## config.mk

```make
export PLATFORM = sky130hd
export DESIGN_NAME = idli_ex_slice_m
export DESIGN_NICKNAME = d
export VERILOG_FILES = /design/src/rtl/idli_ex_slice_m.sv
export SDC_FILE = /design/constraint.sdc
export NUM_CORES = 1
export LEC_CHECK = 0
export CAP_MARGIN = 20
export CORE_MARGIN = 2
export CORE_UTILIZATION = 30
export CTS_CLUSTER_SIZE = 30
export DETAILED_ROUTE_END_ITERATION = 8
export DONT_BUFFER_PORTS = 1
export SETUP_SLACK_MARGIN = 0.05
export SYNTH_ARGS = -nofsm -noshare
export SYNTH_HDL_FRONTEND = slang
export SYNTH_SLANG_ARGS = --single-unit
```

## constraint.sdc

```tcl
create_clock -name i_ex_gck -period 5.1 [get_ports i_ex_gck]
set_input_delay 0.51 -clock i_ex_gck [delete_from_list [all_inputs] [get_ports i_ex_gck]]
set_output_delay 0.51 -clock i_ex_gck [all_outputs]
set_load 0.005 [all_outputs]
```

## src/rtl/idli_ex_slice_m.sv

```systemverilog
// idli_ex_slice_m: slice-serial execute datapath.
// A DATA_W-bit operation is processed as DATA_W/SLICE_W slices, starting with
// the LSB slice. The carry is chained from one slice to the next and the zero
// flag accumulates across slices. N/C/V and the predicate compare are valid on
// the final slice.
// Optional feature: define IDLI_EX_SLICE_STALL_EN to honour i_ex_stall. When
// the macro is undefined the stall input is ignored, but the port must still
// be tied.
//
// state | meaning
// IDLE  | no op in flight; any incoming op is accepted
// RUN   | latched op in flight; one slice per unstalled cycle
module idli_ex_slice_m #(
  parameter int DATA_W  = 16,
  parameter int SLICE_W = 4,
  parameter int CTR_W   = $clog2(DATA_W / SLICE_W)
) (
  input  logic               i_ex_gck,
  input  logic               i_ex_rst_n,
  input  logic               i_ex_op_vld,
  output logic               o_ex_op_acp,
  input  logic               i_ex_pred,
  input  logic [1:0]         i_ex_alu_op,
  input  logic               i_ex_rhs_inv,
  input  logic               i_ex_cin,
  input  logic [1:0]         i_ex_cmp_op,
  input  logic               i_ex_cmp_signed,
  input  logic [SLICE_W-1:0] i_ex_lhs,
  input  logic [SLICE_W-1:0] i_ex_rhs,
  input  logic               i_ex_stall,
  output logic [SLICE_W-1:0] o_ex_out,
  output logic               o_ex_out_vld,
  output logic [CTR_W-1:0]   o_ex_ctr,
  output logic               o_ex_last,
  output logic [3:0]         o_ex_flags,
  output logic               o_ex_cmp
);

  localparam int NUM_SLICES = DATA_W / SLICE_W;
  localparam logic [CTR_W-1:0] CTR_LAST = CTR_W'(NUM_SLICES - 1);

  localparam logic [1:0] ALU_ADD = 2'd0;
  localparam logic [1:0] ALU_AND = 2'd1;
  localparam logic [1:0] ALU_OR  = 2'd2;
  localparam logic [1:0] CMP_EQ  = 2'd0;
  localparam logic [1:0] CMP_NE  = 2'd1;
  localparam logic [1:0] CMP_LT  = 2'd2;

  typedef enum logic {IDLE = 1'b0, RUN = 1'b1} state_t;

  state_t           state_q, state_d;
  logic [CTR_W-1:0] ctr_q;
  logic             carry_q;
  logic             z_q;
  logic [1:0]       alu_op_q;
  logic             rhs_inv_q;
  logic             cin_q;
  logic [1:0]       cmp_op_q;
  logic             cmp_signed_q;

  logic stall;
  logic busy;
  logic last;
  logic advance;
  logic accept;
  logic launch;

`ifdef IDLI_EX_SLICE_STALL_EN
  assign stall = i_ex_stall;
`else
  logic unused_stall;
  assign unused_stall = i_ex_stall;
  assign stall        = 1'b0;
`endif

  assign busy    = (state_q == RUN);
  assign last    = busy && (ctr_q == CTR_LAST);
  assign advance = busy && !stall;
  // A new op may enter on the final unstalled slice, so issue has no bubble.
  assign accept  = i_ex_op_vld && o_ex_op_acp;
  assign launch  = accept && i_ex_pred;

  // Next state and handshake outputs
  always_comb begin
    state_d      = state_q;
    o_ex_op_acp  = !busy || (last && !stall);
    o_ex_out_vld = advance;
    o_ex_last    = last;
    o_ex_ctr     = ctr_q;
    if (advance && last) state_d = IDLE;
    if (launch)          state_d = RUN;
  end

  // Slice datapath: chained carry, sign-bit carry-in for overflow, flags and compare
  logic [SLICE_W-1:0] rhs_x;
  logic               cin_eff;
  logic [SLICE_W:0]   sum;
  logic [SLICE_W-1:0] low;
  logic               cout;
  logic               sign_cin;
  logic               flag_z, flag_n, flag_c, flag_v;

  always_comb begin
    rhs_x    = rhs_inv_q ? ~i_ex_rhs : i_ex_rhs;
    cin_eff  = (ctr_q == '0) ? cin_q : carry_q;
    sum      = {1'b0, i_ex_lhs} + {1'b0, rhs_x} + {{SLICE_W{1'b0}}, cin_eff};
    low      = {1'b0, i_ex_lhs[SLICE_W-2:0]} + {1'b0, rhs_x[SLICE_W-2:0]}
             + {{(SLICE_W-1){1'b0}}, cin_eff};
    o_ex_out = sum[SLICE_W-1:0];
    cout     = 1'b0;
    sign_cin = 1'b0;
    case (alu_op_q)
      ALU_ADD: begin
        cout     = sum[SLICE_W];
        sign_cin = low[SLICE_W-1];
      end
      ALU_AND: o_ex_out = i_ex_lhs & rhs_x;
      ALU_OR:  o_ex_out = i_ex_lhs | rhs_x;
      default: o_ex_out = i_ex_lhs ^ rhs_x;
    endcase
    flag_z     = z_q && (o_ex_out == '0);
    flag_n     = o_ex_out[SLICE_W-1];
    flag_c     = cout;
    flag_v     = (alu_op_q == ALU_ADD) ? (sign_cin ^ cout) : 1'b0;
    o_ex_flags = {flag_z, flag_n, flag_c, flag_v};
    case (cmp_op_q)
      CMP_EQ:  o_ex_cmp = flag_z;
      CMP_NE:  o_ex_cmp = !flag_z;
      CMP_LT:  o_ex_cmp = cmp_signed_q ? (flag_n != flag_v) : !flag_c;
      default: o_ex_cmp = cmp_signed_q ? (flag_n == flag_v) : flag_c;
    endcase
  end

  // State register
  always_ff @(posedge i_ex_gck or negedge i_ex_rst_n) begin
    if (!i_ex_rst_n) state_q <= IDLE;
    else             state_q <= state_d;
  end

  // Slice counter, chained carry and zero accumulator; reset to fresh values after the last slice
  always_ff @(posedge i_ex_gck or negedge i_ex_rst_n) begin
    if (!i_ex_rst_n) begin
      ctr_q   <= '0;
      carry_q <= 1'b0;
      z_q     <= 1'b1;
    end else if (advance) begin
      ctr_q   <= last ? '0 : ctr_q + CTR_W'(1);
      carry_q <= last ? 1'b0 : cout;
      z_q     <= last ? 1'b1 : flag_z;
    end
  end

  // Op field capture on a predicated-true accept
  always_ff @(posedge i_ex_gck or negedge i_ex_rst_n) begin
    if (!i_ex_rst_n) begin
      alu_op_q     <= '0;
      rhs_inv_q    <= 1'b0;
      cin_q        <= 1'b0;
      cmp_op_q     <= '0;
      cmp_signed_q <= 1'b0;
    end else if (launch) begin
      alu_op_q     <= i_ex_alu_op;
      rhs_inv_q    <= i_ex_rhs_inv;
      cin_q        <= i_ex_cin;
      cmp_op_q     <= i_ex_cmp_op;
      cmp_signed_q <= i_ex_cmp_signed;
    end
  end

endmodule

```

# [Word-level counts from Yosys, hierarchy flattened]
# Index checks and enable logic that the tools add are counted.
[classes] add_sub_neg=5 eq_ne=7 n_mux=14 n_bitwise=5 n_reduce_logical=14
[op_table] cell="one-hot mux 4 bit (3 select lines)" n=1
[op_table] cell="2-to-1 mux 1 bit" n=10
[op_table] cell="== test 2 bit (second input constant)" n=3
[op_table] cell="zero test 2 bit" n=3
[op_table] cell="adder 4 x 4 -> 5 bit" n=1
[op_table] cell="adder 5 x 1 -> 5 bit" n=1
[op_table] cell="logical AND 1 bit" n=5
[op_table] cell="adder 3 x 3 -> 4 bit" n=1
[op_table] cell="adder 4 x 1 -> 4 bit" n=1
[op_table] cell="AND 4 bit" n=1
[op_table] cell="== test 2 x 1 -> 1 bit (second input constant)" n=2
[op_table] cell="zero test 4 bit" n=1
[op_table] cell="2-to-1 mux 4 bit" n=1
[op_table] cell="NOT 4 bit" n=1
[op_table] cell="bitwise OR 4 bit" n=1
[op_table] cell="bitwise XOR 4 bit" n=1
[op_table] cell="zero test 1 bit" n=3
[op_table] cell="one-hot mux 1 bit (3 select lines)" n=1
[op_table] cell="adder 2 x 1 -> 2 bit (second input constant)" n=1
[op_table] cell="2-to-1 mux 2 bit" n=1
[op_table] cell="nonzero test 2 bit" n=1
[op_table] cell="== test 1 bit" n=1
[op_table] cell="logical OR 1 bit" n=1
[op_table] cell="inequality test 1 bit" n=1
[op_table] cell="bitwise XOR 1 bit" n=1
[totals] register_bits=12 inputBits=20 out_inout_bits=14 word_cells=54

# [Depth between registers and ports, before layout]
[logic_depth] depth_word=10 depth_mapped=11 mapped_depth_nobuf=11

# [Worst setup path after synthesis]
# Ideal clock, no wire load.
[synth_path] path_type="register -> output" startpoint="reg ctr_q[0], in the netlist o_ex_ctr[0]" endpoint="out o_ex_cmp" t_arrival_ps=3309 t_required_ps=4590 path_slack_ps=1281 path_stages_with_launch=12 n_path_buf=0 path_cell_list="dfrtp_1 > inv_1 > ha_1 > mux2_2 > fa_1 > fa_1 > xor2_1 > mux4_2 > or4b_4 > a211oi_4 > a21boi_2 > xnor2_1"
[synth_between] elab_cells_between_ends=18 classes_between="add/sub (2); eq/ne (2); mux (8); bitwise (1); reduce/logical (5)"
[synth_lines] element="start: declaration" line="52" rtl="logic [CTR_W-1:0] ctr_q;"
[synth_lines] element="start signal: assignment" line="147" rtl="ctr_q <= last ? '0 : ctr_q + CTR_W'(1);"
[synth_lines] element="zero test 2 bit *" line="105" rtl="cin_eff = (ctr_q == '0) ? cin_q : carry_q;"
[synth_lines] element="2-to-1 mux 1 bit *" line="105"
[synth_lines] element="adder 5 x 1 -> 5 bit *" line="106" rtl="sum = {1'b0, i_ex_lhs} + {1'b0, rhs_x} + {{SLICE_W{1'b0}}, cin_eff};"
[synth_lines] element="one-hot mux 4 bit (3 select lines) *" line="112" rtl="case (alu_op_q)"
[synth_lines] element="via o_ex_out[2]" line="31" rtl="output logic [SLICE_W-1:0] o_ex_out,"
[synth_lines] element="zero test 4 bit *" line="121" rtl="flag_z = z_q && (o_ex_out == '0);"
[synth_lines] element="logical AND 1 bit *" line="121"
[synth_lines] element="via flag_z" line="101" rtl="logic flag_z, flag_n, flag_c, flag_v;"
[synth_lines] element="zero test 1 bit" line="128" rtl="CMP_NE: o_ex_cmp = !flag_z;"
[synth_lines] element="one-hot mux 1 bit (3 select lines) *" line="126" rtl="case (cmp_op_q)"
[synth_lines] element="end: declaration" line="36" rtl="output logic o_ex_cmp"
# Mark *: on every way through the listed nets, which the timed path passes. The rest lies on a longest branch.

# [Worst setup path in the final report]
[layout_path] startpoint="reg ctr_q[0], in the netlist o_ex_ctr[0]" endpoint="out o_ex_cmp"
[layout_between] elab_cells_between_ends=18 classes_between="add/sub (2); eq/ne (2); mux (8); bitwise (1); reduce/logical (5)"
[layout_lines] element="zero test 2 bit *" line="105"
[layout_lines] element="2-to-1 mux 1 bit *" line="105"
[layout_lines] element="adder 5 x 1 -> 5 bit *" line="106"
[layout_lines] element="one-hot mux 4 bit (3 select lines) *" line="112"
[layout_lines] element="via o_ex_out[2]" line="31"
[layout_lines] element="zero test 4 bit *" line="121"
[layout_lines] element="logical AND 1 bit *" line="121"
[layout_lines] element="via o_ex_flags[3]" line="35" rtl="output logic [3:0] o_ex_flags,"
[layout_lines] element="zero test 1 bit" line="128"
[layout_lines] element="one-hot mux 1 bit (3 select lines) *" line="126"
# Marked as above.

==> qor.txt <==
Net switching power = 0.3235 mW
Die Y = 63.01 um
Post-synthesis compound-gate area fraction = 14.49%
Vias per Instance = 4.664
Longest Clk Path Bufs = 2
# fillers = 362
Netlist cell types = 35
Cell area after synthesis = 1045 um2
WHS = 0.08241 ns
Antenna diodes = 0
CORE AREA = 3337 um2
Synthesized area per cell = 10.14 um2
Slew margin rel. = 54.02%
Setup_tns = 0 ns
Die Wd = 63.01 um
Post-Synth Simple-Gate Area = 8.383%
Startpoint types = flop
Pint = 0.3766 mW
Gr usage total = 11.09%
Boundary pin count = 34
TritonRoute pass-1 iters = 4
Pwr Total = 0.7002 mW
Pleak = 0.5145 nW
Worst path most repeated cell = fa_1
CTS Root Cell = clkbuf_4
EDFF count, synth = 0
Logic pwr share = 61.6%
# setup viols final = 0
Most used DFF post-synth = dfrtp_1
Die area = 3970 um2
DR vias = 681
Sw frac = 46.21%
Run status = complete, no violations
CTS tree = yes
Post-Syn Instances = 103
Final layout net count = 133
Syn-to-layout area delta = 3.832%
Std-Cell Rows = 21
Final Wtd Congestion = 0.7146
Yosys reg bits = 12
Max Cap Viol = 0
GR Overflow Total = 0
WL final = 2.060 mm
Crit. End Element = output port
Slowest stage cell, crit path = or4b_4
HPWL Detailed = 1.663 mm
Final period util = 86.20%
Adder-cell area share of the yosys netlist = 15.81%
Initial antenna violation count = 0
First-pass GRT wire length = 3.450 mm
Initial drt markers = 14
Clock power frac = 8.6%
Hold WC Path Type = input port to asynchronous set/reset pin
Setup CP Type = flop to output port
Post-CTS sizing = 0
Routed len/inst = 14.11 um
Worst Reg-to-Reg Cells = 10
FF-to-FF setup slack = 1.59 ns
Worst path required time = 4.59 ns
Most common cell after layout, fill and taps aside = inv_1
RSZ-0062 raised after global routing = no
Yosys top cell area share = 26.35%
Layout Skew = 0.008657 ns
Worst r2r dst = z_q$_DFFE_PN1P_
Most frequent cells in the layout = 16 x inv_1, 11 x dfrtp_1, 10 x ha_1
Sink Count = 12
Final Hold Fails = 0
Syn nets = 135
Yosys warnings = 0
Initial Util = 31.31%
CTS Buf Count = 3
Multiplexer share of the synthesized area = 14.25%
Post-Synth XOR/XNOR Area = 6.707%
CP max FO = 3
DRC Markers = 0
Slowest cell delay on critical path = 0.52 ns
Slew @ Worst Pin = 0.6883 ns
CP arrival = 3.89 ns
CP cell instances = inv_1, ha_1, mux2_2, fa_1, fa_1, xor2_1, mux4_2, or4b_4, a211oi_4, a21boi_2, xnor2_1
Clock Latency Late Sink = 0.27 ns
Proportion of layout cells with a drive suffix above 1 = 17.00%
Ranking of synthesized cells by area = dfrtp_1 26%, ha_1 12%, mux2_2 6.5%
Sequential area share after synthesis = 28.86%
Clk slew on worst S/H paths = 0.07 ns
Worst R2R Start = o_ex_ctr[0]$_DFFE_PN0P_
Largest family of logic cells by synthesized area = adder cells
VDD IR max = 0.0002508 V
Vias in the first global route = 702
Pwr/cell area = 645.5 nW/um2
Input/output buffers = 0
H-tree depth = 1
Largest net degree at the start of global routing = 12
Cell accounting for the most synthesized area = dfrtp_1
Peak Freq = 227.5 MHz
Tmin final = 4.396 ns
Routed Antenna Nets = 0
Async SR Flop Fraction = 100.0%
Slew Limit Fails = 0
Seq pwr share = 29.8%
## kinds of logic (layout without fill, tap and decap cells)
kind of cell               Yosys count  after routing
and+or+nand+nor                     17             17
AOI/OAI and AO/OA                   19             19
buffers and inverters               25             22
adders and majority gates           12             12
muxes                               10             10
xor gates and xnor gates             8              8
DFF                                 12             12
## per-layer routing
metal  wire length [um]  global-route usage [%]
met1                952                   15.48
met2                948                   16.22
met3                159                   3.063
met4                  0                   4.167
met5                  0                       0
## synth_stat cells, drive strengths merged (2+ instances only)
cell type   n
a21o        3
a21oi       4
buf         6
clkbuf      2
dfrtp      11
fa          2
ha         10
inv        17
mux2        6
mux4        3
nand2       7
nand2b      2
nand3       2
nor2        2
o211ai      2
o21ai       3
xnor2       3
xor2        5
## power groups by stage
stage	registers [mW]	clock network, mW	logic [mW]
global placement	0.208	0	0.409
global route	0.219	0.0697	0.490
detailed placement	0.212	0	0.428
CTS	0.210	0.0634	0.435
finish	0.208	0.0604	0.431
floorplan	0.169	0	0.423
## final cells by class
type	count	area [um2]	area share (%)
sequential	12	301.5	27.80
tap	46	57.56	5.306
inverter	17	66.31	6.113
clock buffer	4	26.28	2.422
multi-input combinational	66	623.1	57.44
timing repair buffer	1	10.01	0.9227
## how the worst max path moves through the flow
stage,startpoint,to,cells after the start
CTS,o_ex_ctr[0]$_DFFE_PN0P_,o_ex_cmp,11
floorplan,o_ex_ctr[0]$_DFFE_PN0P_,o_ex_cmp,11
global route,o_ex_ctr[0]$_DFFE_PN0P_,o_ex_cmp,11
global placement,o_ex_ctr[0]$_DFFE_PN0P_,o_ex_cmp,11
detailed placement,o_ex_ctr[0]$_DFFE_PN0P_,o_ex_cmp,11
finish,o_ex_ctr[0]$_DFFE_PN0P_,o_ex_cmp,11
## registers in the layout (all words and copies together) (netlist names)
signal / flops
alu_op_q: 2
carry_q: 1
o_ex_out_vld: 1
o_ex_ctr: 2
cmp_op_q: 2
cin_q: 1
z_q: 1
cmp_signed_q: 1
rhs_inv_q: 1
## worst max-delay path, delay by kind of cell (launching register included)
family | cells | cell delay, ns
AO/OA/AOI/OAI | 2 | 0.39
XOR/XNOR | 2 | 0.36
adder cells (fa/ha/maj) | 3 | 1.00
buffers and inverters | 1 | 0.10
flip-flops | 1 | 0.41
multiplexers | 2 | 0.84
AND/OR/NAND/NOR | 1 | 0.52
## per-stage QoR
step,setup slack (ns),std cells,cell area (um2),utilization [%]
2_1_floorplan,1.281,103,1045,-
3_3_place_gp,1.022,141,1049,31.42
3_5_place_dp,0.9883,141,1049,31.42
4_1_cts,0.6731,146,1085,32.51
5_1_grt,0.4561,146,1085,32.51
6_report,0.7037,146,1085,32.51
## what timing repair did
| action | in CTS | in global routing |
|---|---|---|
| endpoints found under the hold margin | 11 | 0 |
| buffers inserted | 0 | 0 |
| hold buffers | 1 | 0 |
Power figures use the tool's default switching activity.
